$ cat src/rtl/fnd_pkg.sv
// Shared constants and types for the four-digit FND scan controller.
//   NUM_DIGITS   : number of multiplexed display digits
//   BCD_BLANK    : digit code that the downstream decoder renders as an unlit digit
//   BCD_DOT      : decimal-point code; never driven onto o_bcd
//   MAX_VALUE    : largest value that can be shown in decimal
//   SEL_DIGn     : active-low digit-select patterns, digit 0 = ones
//   fsm_state_e  : conversion FSM states
package fnd_pkg;

    localparam int unsigned NUM_DIGITS = 4;
    localparam int unsigned VALUE_W    = 14;
    localparam int unsigned BCD_W      = 4 * NUM_DIGITS;
    localparam int unsigned MAX_VALUE  = 9999;

    localparam logic [3:0] BCD_BLANK = 4'hF;
    localparam logic [3:0] BCD_DOT   = 4'hA;

    localparam logic [3:0] SEL_DIG0 = 4'b1110;
    localparam logic [3:0] SEL_DIG1 = 4'b1101;
    localparam logic [3:0] SEL_DIG2 = 4'b1011;
    localparam logic [3:0] SEL_DIG3 = 4'b0111;

    typedef enum logic [1:0] {
        StIdle    = 2'd0,
        StConvert = 2'd1,
        StCommit  = 2'd2
    } fsm_state_e;

    // Active-low select pattern for a digit index.
    function automatic logic [3:0] digit_sel(input logic [1:0] idx);
        logic [3:0] sel;
        unique case (idx)
            2'd0:    sel = SEL_DIG0;
            2'd1:    sel = SEL_DIG1;
            2'd2:    sel = SEL_DIG2;
            default: sel = SEL_DIG3;
        endcase
        return sel;
    endfunction

endpackage

$ cat src/rtl/bin2bcd_seq.sv
// Sequential 14-bit binary to 16-bit BCD converter (shift-add-3 / double dabble).
//   clk_i   : clock, rising edge
//   rst_ni  : asynchronous active-low reset; abandons any conversion in flight
//   start_i : one-cycle strobe, captures bin_i and clears the BCD accumulator
//   bin_i   : binary input value
//   done_o  : high in the cycle whose rising edge performs the final shift
//   bcd_o   : BCD accumulator; holds the complete result from the edge after done_o
// A conversion takes exactly VALUE_W shift edges after the start edge. Inputs above
// 9999 produce a truncated fifth digit; the caller is expected to discard those.
module bin2bcd_seq
    import fnd_pkg::*;
(
    input  logic               clk_i,
    input  logic               rst_ni,
    input  logic               start_i,
    input  logic [VALUE_W-1:0] bin_i,
    output logic               done_o,
    output logic [BCD_W-1:0]   bcd_o
);

    localparam logic [3:0] LAST_STEP = 4'(VALUE_W - 1);

    logic [VALUE_W-1:0] sr_q, sr_d;
    logic [BCD_W-1:0]   bcd_q, bcd_d;
    logic [3:0]         cnt_q, cnt_d;
    logic               run_q, run_d;
    logic [BCD_W-1:0]   adj;

    // Add 3 to every nibble that is 5 or more before the shift.
    always_comb begin
        adj = bcd_q;
        for (int i = 0; i < int'(NUM_DIGITS); i++) begin
            if (bcd_q[4*i +: 4] >= 4'd5) begin
                adj[4*i +: 4] = bcd_q[4*i +: 4] + 4'd3;
            end
        end
    end

    always_comb begin
        sr_d  = sr_q;
        bcd_d = bcd_q;
        cnt_d = cnt_q;
        run_d = run_q;
        if (start_i) begin
            sr_d  = bin_i;
            bcd_d = '0;
            cnt_d = '0;
            run_d = 1'b1;
        end else if (run_q) begin
            bcd_d = {adj[BCD_W-2:0], sr_q[VALUE_W-1]};
            sr_d  = {sr_q[VALUE_W-2:0], 1'b0};
            cnt_d = cnt_q + 4'd1;
            if (cnt_q == LAST_STEP) begin
                run_d = 1'b0;
            end
        end
    end

    always_ff @(posedge clk_i or negedge rst_ni) begin
        if (!rst_ni) begin
            sr_q  <= '0;
            bcd_q <= '0;
            cnt_q <= '0;
            run_q <= 1'b0;
        end else begin
            sr_q  <= sr_d;
            bcd_q <= bcd_d;
            cnt_q <= cnt_d;
            run_q <= run_d;
        end
    end

    assign done_o = run_q && (cnt_q == LAST_STEP) && !start_i;
    assign bcd_o  = bcd_q;

endmodule

$ cat src/rtl/fnd_scan_controller.sv
// Four-digit multiplexed FND controller: converts a loaded binary value to decimal
// and scans the digits out one at a time at SCAN_HZ.
//   i_clk       : clock, rising edge
//   i_rst_n     : asynchronous active-low reset
//   i_value     : binary value to display, 0..9999 (larger values blank the display)
//   i_load      : one-cycle strobe, accepted only while idle
//   o_busy      : high while a conversion is in flight (15 cycles per load)
//   o_overflow  : last accepted value was above 9999
//   o_bcd       : digit code for the currently selected digit (registered)
//   o_digit_sel : active-low digit enable, bit 0 = ones (registered)
// Build option: define FND_LEAD_ZERO_BLANK_EN to blank leading zero digits.
module fnd_scan_controller
    import fnd_pkg::*;
#(
    parameter int unsigned CLK_HZ  = 100000000,
    parameter int unsigned SCAN_HZ = 1000
) (
    input  logic               i_clk,
    input  logic               i_rst_n,
    input  logic [VALUE_W-1:0] i_value,
    input  logic               i_load,
    output logic               o_busy,
    output logic               o_overflow,
    output logic [3:0]         o_bcd,
    output logic [3:0]         o_digit_sel
);

    localparam int unsigned DIV   = CLK_HZ / SCAN_HZ;
    localparam int unsigned PRE_W = (DIV > 2) ? $clog2(DIV) : 1;
    localparam logic [PRE_W-1:0] PRE_LAST = PRE_W'(DIV - 1);

`ifdef FND_LEAD_ZERO_BLANK_EN
    localparam logic [NUM_DIGITS-1:0][3:0] DISP_RST = {BCD_BLANK, BCD_BLANK, BCD_BLANK, 4'h0};
`else
    localparam logic [NUM_DIGITS-1:0][3:0] DISP_RST = '0;
`endif

    fsm_state_e state_q, state_d;
    logic       ovf_pend_q, ovf_pend_d;
    logic       ovf_q, ovf_d;
    logic [NUM_DIGITS-1:0][3:0] disp_q, disp_d;
    logic [NUM_DIGITS-1:0][3:0] commit_digits;
    logic [PRE_W-1:0] pre_q, pre_d;
    logic [1:0] idx_q, idx_d;
    logic [3:0] sel_q, sel_d;
    logic [3:0] bcd_q, bcd_d;

    logic             start;
    logic             conv_done;
    logic [BCD_W-1:0] conv_bcd;
    logic             tick;
    logic [1:0]       idx_next;

    assign start = (state_q == StIdle) && i_load;

    bin2bcd_seq u_bin2bcd (
        .clk_i   (i_clk),
        .rst_ni  (i_rst_n),
        .start_i (start),
        .bin_i   (i_value),
        .done_o  (conv_done),
        .bcd_o   (conv_bcd)
    );

    // Conversion FSM.
    always_comb begin
        state_d = state_q;
        unique case (state_q)
            StIdle:    if (i_load) state_d = StConvert;
            StConvert: if (conv_done) state_d = StCommit;
            StCommit:  state_d = StIdle;
            default:   state_d = StIdle;
        endcase
    end

    // Digits to be stored at COMMIT: blank everything on overflow, otherwise the
    // converted decimal digits (optionally with leading zeros blanked).
    always_comb begin
        commit_digits = conv_bcd;
        if (ovf_pend_q) begin
            commit_digits = {NUM_DIGITS{BCD_BLANK}};
        end else begin
`ifdef FND_LEAD_ZERO_BLANK_EN
            for (int i = NUM_DIGITS - 1; i > 0; i--) begin
                if (conv_bcd[4*i +: 4] == 4'h0 &&
                    (i == NUM_DIGITS - 1 || commit_digits[i+1] == BCD_BLANK)) begin
                    commit_digits[i] = BCD_BLANK;
                end
            end
`endif
        end
    end

    always_comb begin
        ovf_pend_d = ovf_pend_q;
        ovf_d      = ovf_q;
        disp_d     = disp_q;
        if (start) begin
            ovf_pend_d = (32'(i_value) > MAX_VALUE);
        end
        if (state_q == StCommit) begin
            disp_d = commit_digits;
            ovf_d  = ovf_pend_q;
        end
    end

    // Scan: the tick edge reads disp_q before any same-edge commit lands.
    assign tick     = (pre_q == PRE_LAST);
    assign idx_next = idx_q + 2'd1;

    always_comb begin
        pre_d = tick ? '0 : pre_q + PRE_W'(1);
        idx_d = idx_q;
        sel_d = sel_q;
        bcd_d = bcd_q;
        if (tick) begin
            idx_d = idx_next;
            sel_d = digit_sel(idx_next);
            bcd_d = (disp_q[idx_next] == BCD_DOT) ? BCD_BLANK : disp_q[idx_next];
        end
    end

    always_ff @(posedge i_clk or negedge i_rst_n) begin
        if (!i_rst_n) begin
            state_q    <= StIdle;
            ovf_pend_q <= 1'b0;
            ovf_q      <= 1'b0;
            disp_q     <= DISP_RST;
            pre_q      <= '0;
            idx_q      <= 2'd0;
            sel_q      <= SEL_DIG0;
            bcd_q      <= 4'h0;
        end else begin
            state_q    <= state_d;
            ovf_pend_q <= ovf_pend_d;
            ovf_q      <= ovf_d;
            disp_q     <= disp_d;
            pre_q      <= pre_d;
            idx_q      <= idx_d;
            sel_q      <= sel_d;
            bcd_q      <= bcd_d;
        end
    end

    assign o_busy      = (state_q != StIdle);
    assign o_overflow  = ovf_q;
    assign o_bcd       = bcd_q;
    assign o_digit_sel = sel_q;

endmodule

$ cat config.mk
export PLATFORM = sky130hd
export DESIGN_NAME = fnd_scan_controller
export DESIGN_NICKNAME = d
export VERILOG_FILES = /design/src/rtl/fnd_pkg.sv /design/src/rtl/bin2bcd_seq.sv /design/src/rtl/fnd_scan_controller.sv
export SDC_FILE = /design/constraint.sdc
export NUM_CORES = 1
export LEC_CHECK = 0
export BUFFER_PORTS_ARGS = -buffer_cell sky130_fd_sc_hd__clkbuf_2
export CAP_MARGIN = 15
export CORE_ASPECT_RATIO = 0.6
export CORE_MARGIN = 2
export CORE_UTILIZATION = 50
export CTS_CLUSTER_DIAMETER = 60
export CTS_CLUSTER_SIZE = 24
export DETAILED_ROUTE_END_ITERATION = 8
export PLACE_DENSITY = 0.7
export SYNTH_ARGS = -nofsm -noshare
export SYNTH_HDL_FRONTEND = slang
export SYNTH_SLANG_ARGS = --single-unit
$ cat constraint.sdc
create_clock -name i_clk -period 2.1 [get_ports i_clk]
set_clock_uncertainty 0.15 [all_clocks]
set_input_delay 0.105 -clock i_clk [delete_from_list [all_inputs] [get_ports i_clk]]
set_output_delay 0.105 -clock i_clk [all_outputs]
set_load 0.1 [all_outputs]
==> flow_summary.yaml <==
run_status:
  status: "finished clean"
timing:
  fin_crit_ps: 1930
  relSlewSlack: 0.616
  tightest_slew_ps: 576
  whs_ps: 100
  rsz0062_at_grt: "false"
  fmax_ghz: 0.519
  final_max_slew_viol_count: 0
  finalHoldViolCount: 0
  finalSetupViolations: 0
  tns_ps: 0
  period_share: 0.917
worst_setup_path:
  crit_arrival_ps: 1990
  worstSetupStartpointType: "register"
  worstSetupPathType: "reg -> reg"
  cp_slowest_cell: "dfrtp_1"
  path_cells: "ha_1, and4_1, and4_1, mux2i_1, o31ai_1"
  cp_data_required_time_ps: 2170
  critPathMaxFanout: 8
  crit_family: "simple AND/OR/NAND/NOR gates"
  r2r_cells: 5
  cpPeakStageDelay_ps: 390
  crit_cells: 5
  cpMostUsedCell: "and4_1"
  path_buf_inv: 0
  endpoint_kind: "register"
floorplan:
  start_util: 0.511
  die_x_um: 119
  num_io_pins: 27
  row_count: 25
  die-area_sq_mm: 0.00875
  fp.dieH_um: 73.3
  coreArea_sq_mm: 0.00782
cts:
  clockBufferDepth: 2
  clk_pin_slew_ps: 60
  clk-insertion-delay-late_ps: 340
  cts-root-buf: "clkbuf_16"
  cts.sinks: 82
  postCtsResizedCells: 0
  cts_tree: "built"
  htreeDepth: 3
  cts_buffers: 9
  cts_setup_buffers: 0
placed_design:
  portBuffers: 26
  dpl_cell_area_sq_mm: 0.00425
  gp_congestion: 0.745
  hpwl_mm: 5.49
final_layout:
  layout-drive-gt1-share: 0.149
  area_growth_pct: 18.4
  post-route-cell-area_sq_mm: 0.00473
  nFillCells: 654
  n_antenna_cell: 0
  layout.nets: 469
pwr:
  p_seq_frac: 0.407
  power.share.switching: 0.338
  p_total_mw: 5.91
  intPower_mw: 3.91
  peakVddDrop_mv: 0.487
  pwr_density_cell_mw_per_mm2: 1250
  p_comb_frac: 0.306
  clkPwrFrac: 0.286
  switching_power_mw: 2.00
  cellLeakagePower_nw: 2.16
global_routing:
  overflow: 0
  grt_pass1_wl_mm: 14.2
  first_global_vias: 2967
  grt_antenna_before_repair: 0
  grt_max_degree: 51
  grt.total_usage: 0.210
drt:
  wire_per_inst_um: 14.7
  ant_nets: 0
  drc: 0
  vias: 2884
  drt-vias-per-instance: 5.24
  first_pass_iters: 4
  wirelength_mm: 8.09
  first_iter_violations: 165
synth:
  syn_inst: 396
  avgSynthCellArea_sq_um: 10.1
  synthesis.area_sq_mm: 0.00400
  synthArstFlopShare: 1.00
  synth_warnings: 0
  synth_flop_cell: "dfrtp_1"
  synth-seq-cells: 82
  synth_edf_count: 0
  synthDistinctLibCells: 38
  ys_seq_area_frac: 0.514
  syn-num-nets: 428
min_path:
  hp-class: "in -> async"
job:
  maxCapViolCount: 0
-- state kept, by name (all words and copies together) (netlist names) --
| signal | cells |
|---|---|
| pre_q | 17 |
| ovf_pend_q | 1 |
| o_overflow | 1 |
| disp_q | 16 |
| idx_q | 2 |
| u_bin2bcd.cnt_q | 4 |
| u_bin2bcd.bcd_o | 16 |
| state_q | 2 |
| o_bcd | 4 |
| u_bin2bcd.run_q | 1 |
| o_digit_sel | 4 |
| u_bin2bcd.sr_q | 14 |
-- area by class of cell --
class | instances | area, sq um | area share
clock buffers | 12 | 246 | 0.0521
clock inverters | 4 | 75.1 | 0.0159
inverters | 13 | 48.8 | 0.0103
multi-input cells | 278 | 1780 | 0.377
flip-flops and latches | 82 | 2060 | 0.434
well taps | 108 | 135 | 0.0286
repair buffers | 53 | 388 | 0.0820
-- through the flow --
step,setup WS [ps],util,cells
2_1_floorplan,122,-,396
3_3_place_gp,290,0.544,518
3_5_place_dp,210,0.544,518
4_1_cts,170,0.605,550
5_1_grt,50.3,0.605,550
6_report,175,0.605,550
-- power by group through the flow --
stage | clock, mW | sequential [mW] | combinational [mW]
after CTS | 1.72 | 2.40 | 1.83
after detailed placement | 0 | 2.42 | 1.79
after floorplan | 0 | 2.31 | 1.43
after global placement | 0 | 2.40 | 1.71
after global routing | 1.79 | 2.48 | 2.07
final | 1.69 | 2.41 | 1.81
-- layer usage --
| layer | vias to the layer above | GRT usage | wire, um |
|---|---|---|---|
| li1 | 1430 | - | - |
| met1 | 1397 | 0.294 | 4210 |
| met2 | 48 | 0.317 | 3450 |
| met3 | 9 | 0.0668 | 331 |
| met4 | 0 | 0.0641 | 95 |
| met5 | - | 0 | 0 |
-- path summary, 6_finish.rpt --
path	start	endpoint	slack, ps
hold / removal	i_rst_n	u_bin2bcd.cnt_q[0]	100
min in group i_clk	state_q[1]	state_q[0]	320
setup / recovery	pre_q[0]	o_bcd[0]	170
setup reg to reg	pre_q[0]	o_bcd[0]	170
hold reg to reg	state_q[1]	state_q[0]	320
max in group asynchronous	i_rst_n	o_bcd[3]	1090
-- timing repair --
item	4_1_cts	5_1_grt
setup endpoints to repair	0	0
hold buffers	16	0
hold endpoints to repair	98	0
-- placed cells by master, fill, tap and decap left out, types with 2 or more instances in the layout --
cell	instances
clkbuf_1	2
mux4_2	4
dlygate4sd3_1	16
o21ai_0	45
nand3_1	14
clkinvlp_4	2
nor2_1	31
nor3_1	2
dfrtp_1	79
mux2_2	5
nand2b_1	17
a21oi_1	9
nand4_1	7
nor4bb_1	2
ha_1	15
xor2_1	8
bufinv_16	2
a21o_1	4
buf_4	11
o22ai_1	9
clkbuf_16	9
mux2i_1	17
nor4_1	2
inv_1	13
or3_1	2
dfstp_2	3
xnor2_1	16
clkbuf_2	25
and4_1	4
nand2_1	53
o31ai_1	2
-- worst register-to-register path, stage by stage (launching register included) --
cell and delay, ps:
dfrtp_1 390, ha_1 230, and4_1 390, and4_1 340
mux2i_1 210, o31ai_1 90
-- Yosys cell counts (5+ instances only) --
cell | n | area (sq um)
xnor2_1 | 16 | 140
nand2b_1 | 17 | 106
inv_1 | 13 | 48.8
o21ai_0 | 45 | 225
o22ai_1 | 9 | 56.3
a21oi_1 | 9 | 45.0
nand3_1 | 14 | 70.1
nand2_1 | 53 | 199
buf_2 | 7 | 35.0
ha_1 | 15 | 188
xor2_1 | 8 | 70.1
mux2i_1 | 17 | 170
clkbuf_1 | 11 | 41.3
mux2_2 | 5 | 56.3
nand4_1 | 7 | 43.8
nor2_1 | 32 | 120
dfrtp_1 | 79 | 1980
-- logic make-up after synthesis --
kind of cell             synth area share
AND/OR/NAND/NOR                     0.170
flip-flops                          0.514
AO/OA/AOI/OAI                      0.0964
buffers and inverters              0.0404
multiplexers                       0.0792
XOR/XNOR                           0.0526
adder cells (fa/ha/maj)            0.0469
Note: power is estimated with default switching activity, not from simulation.
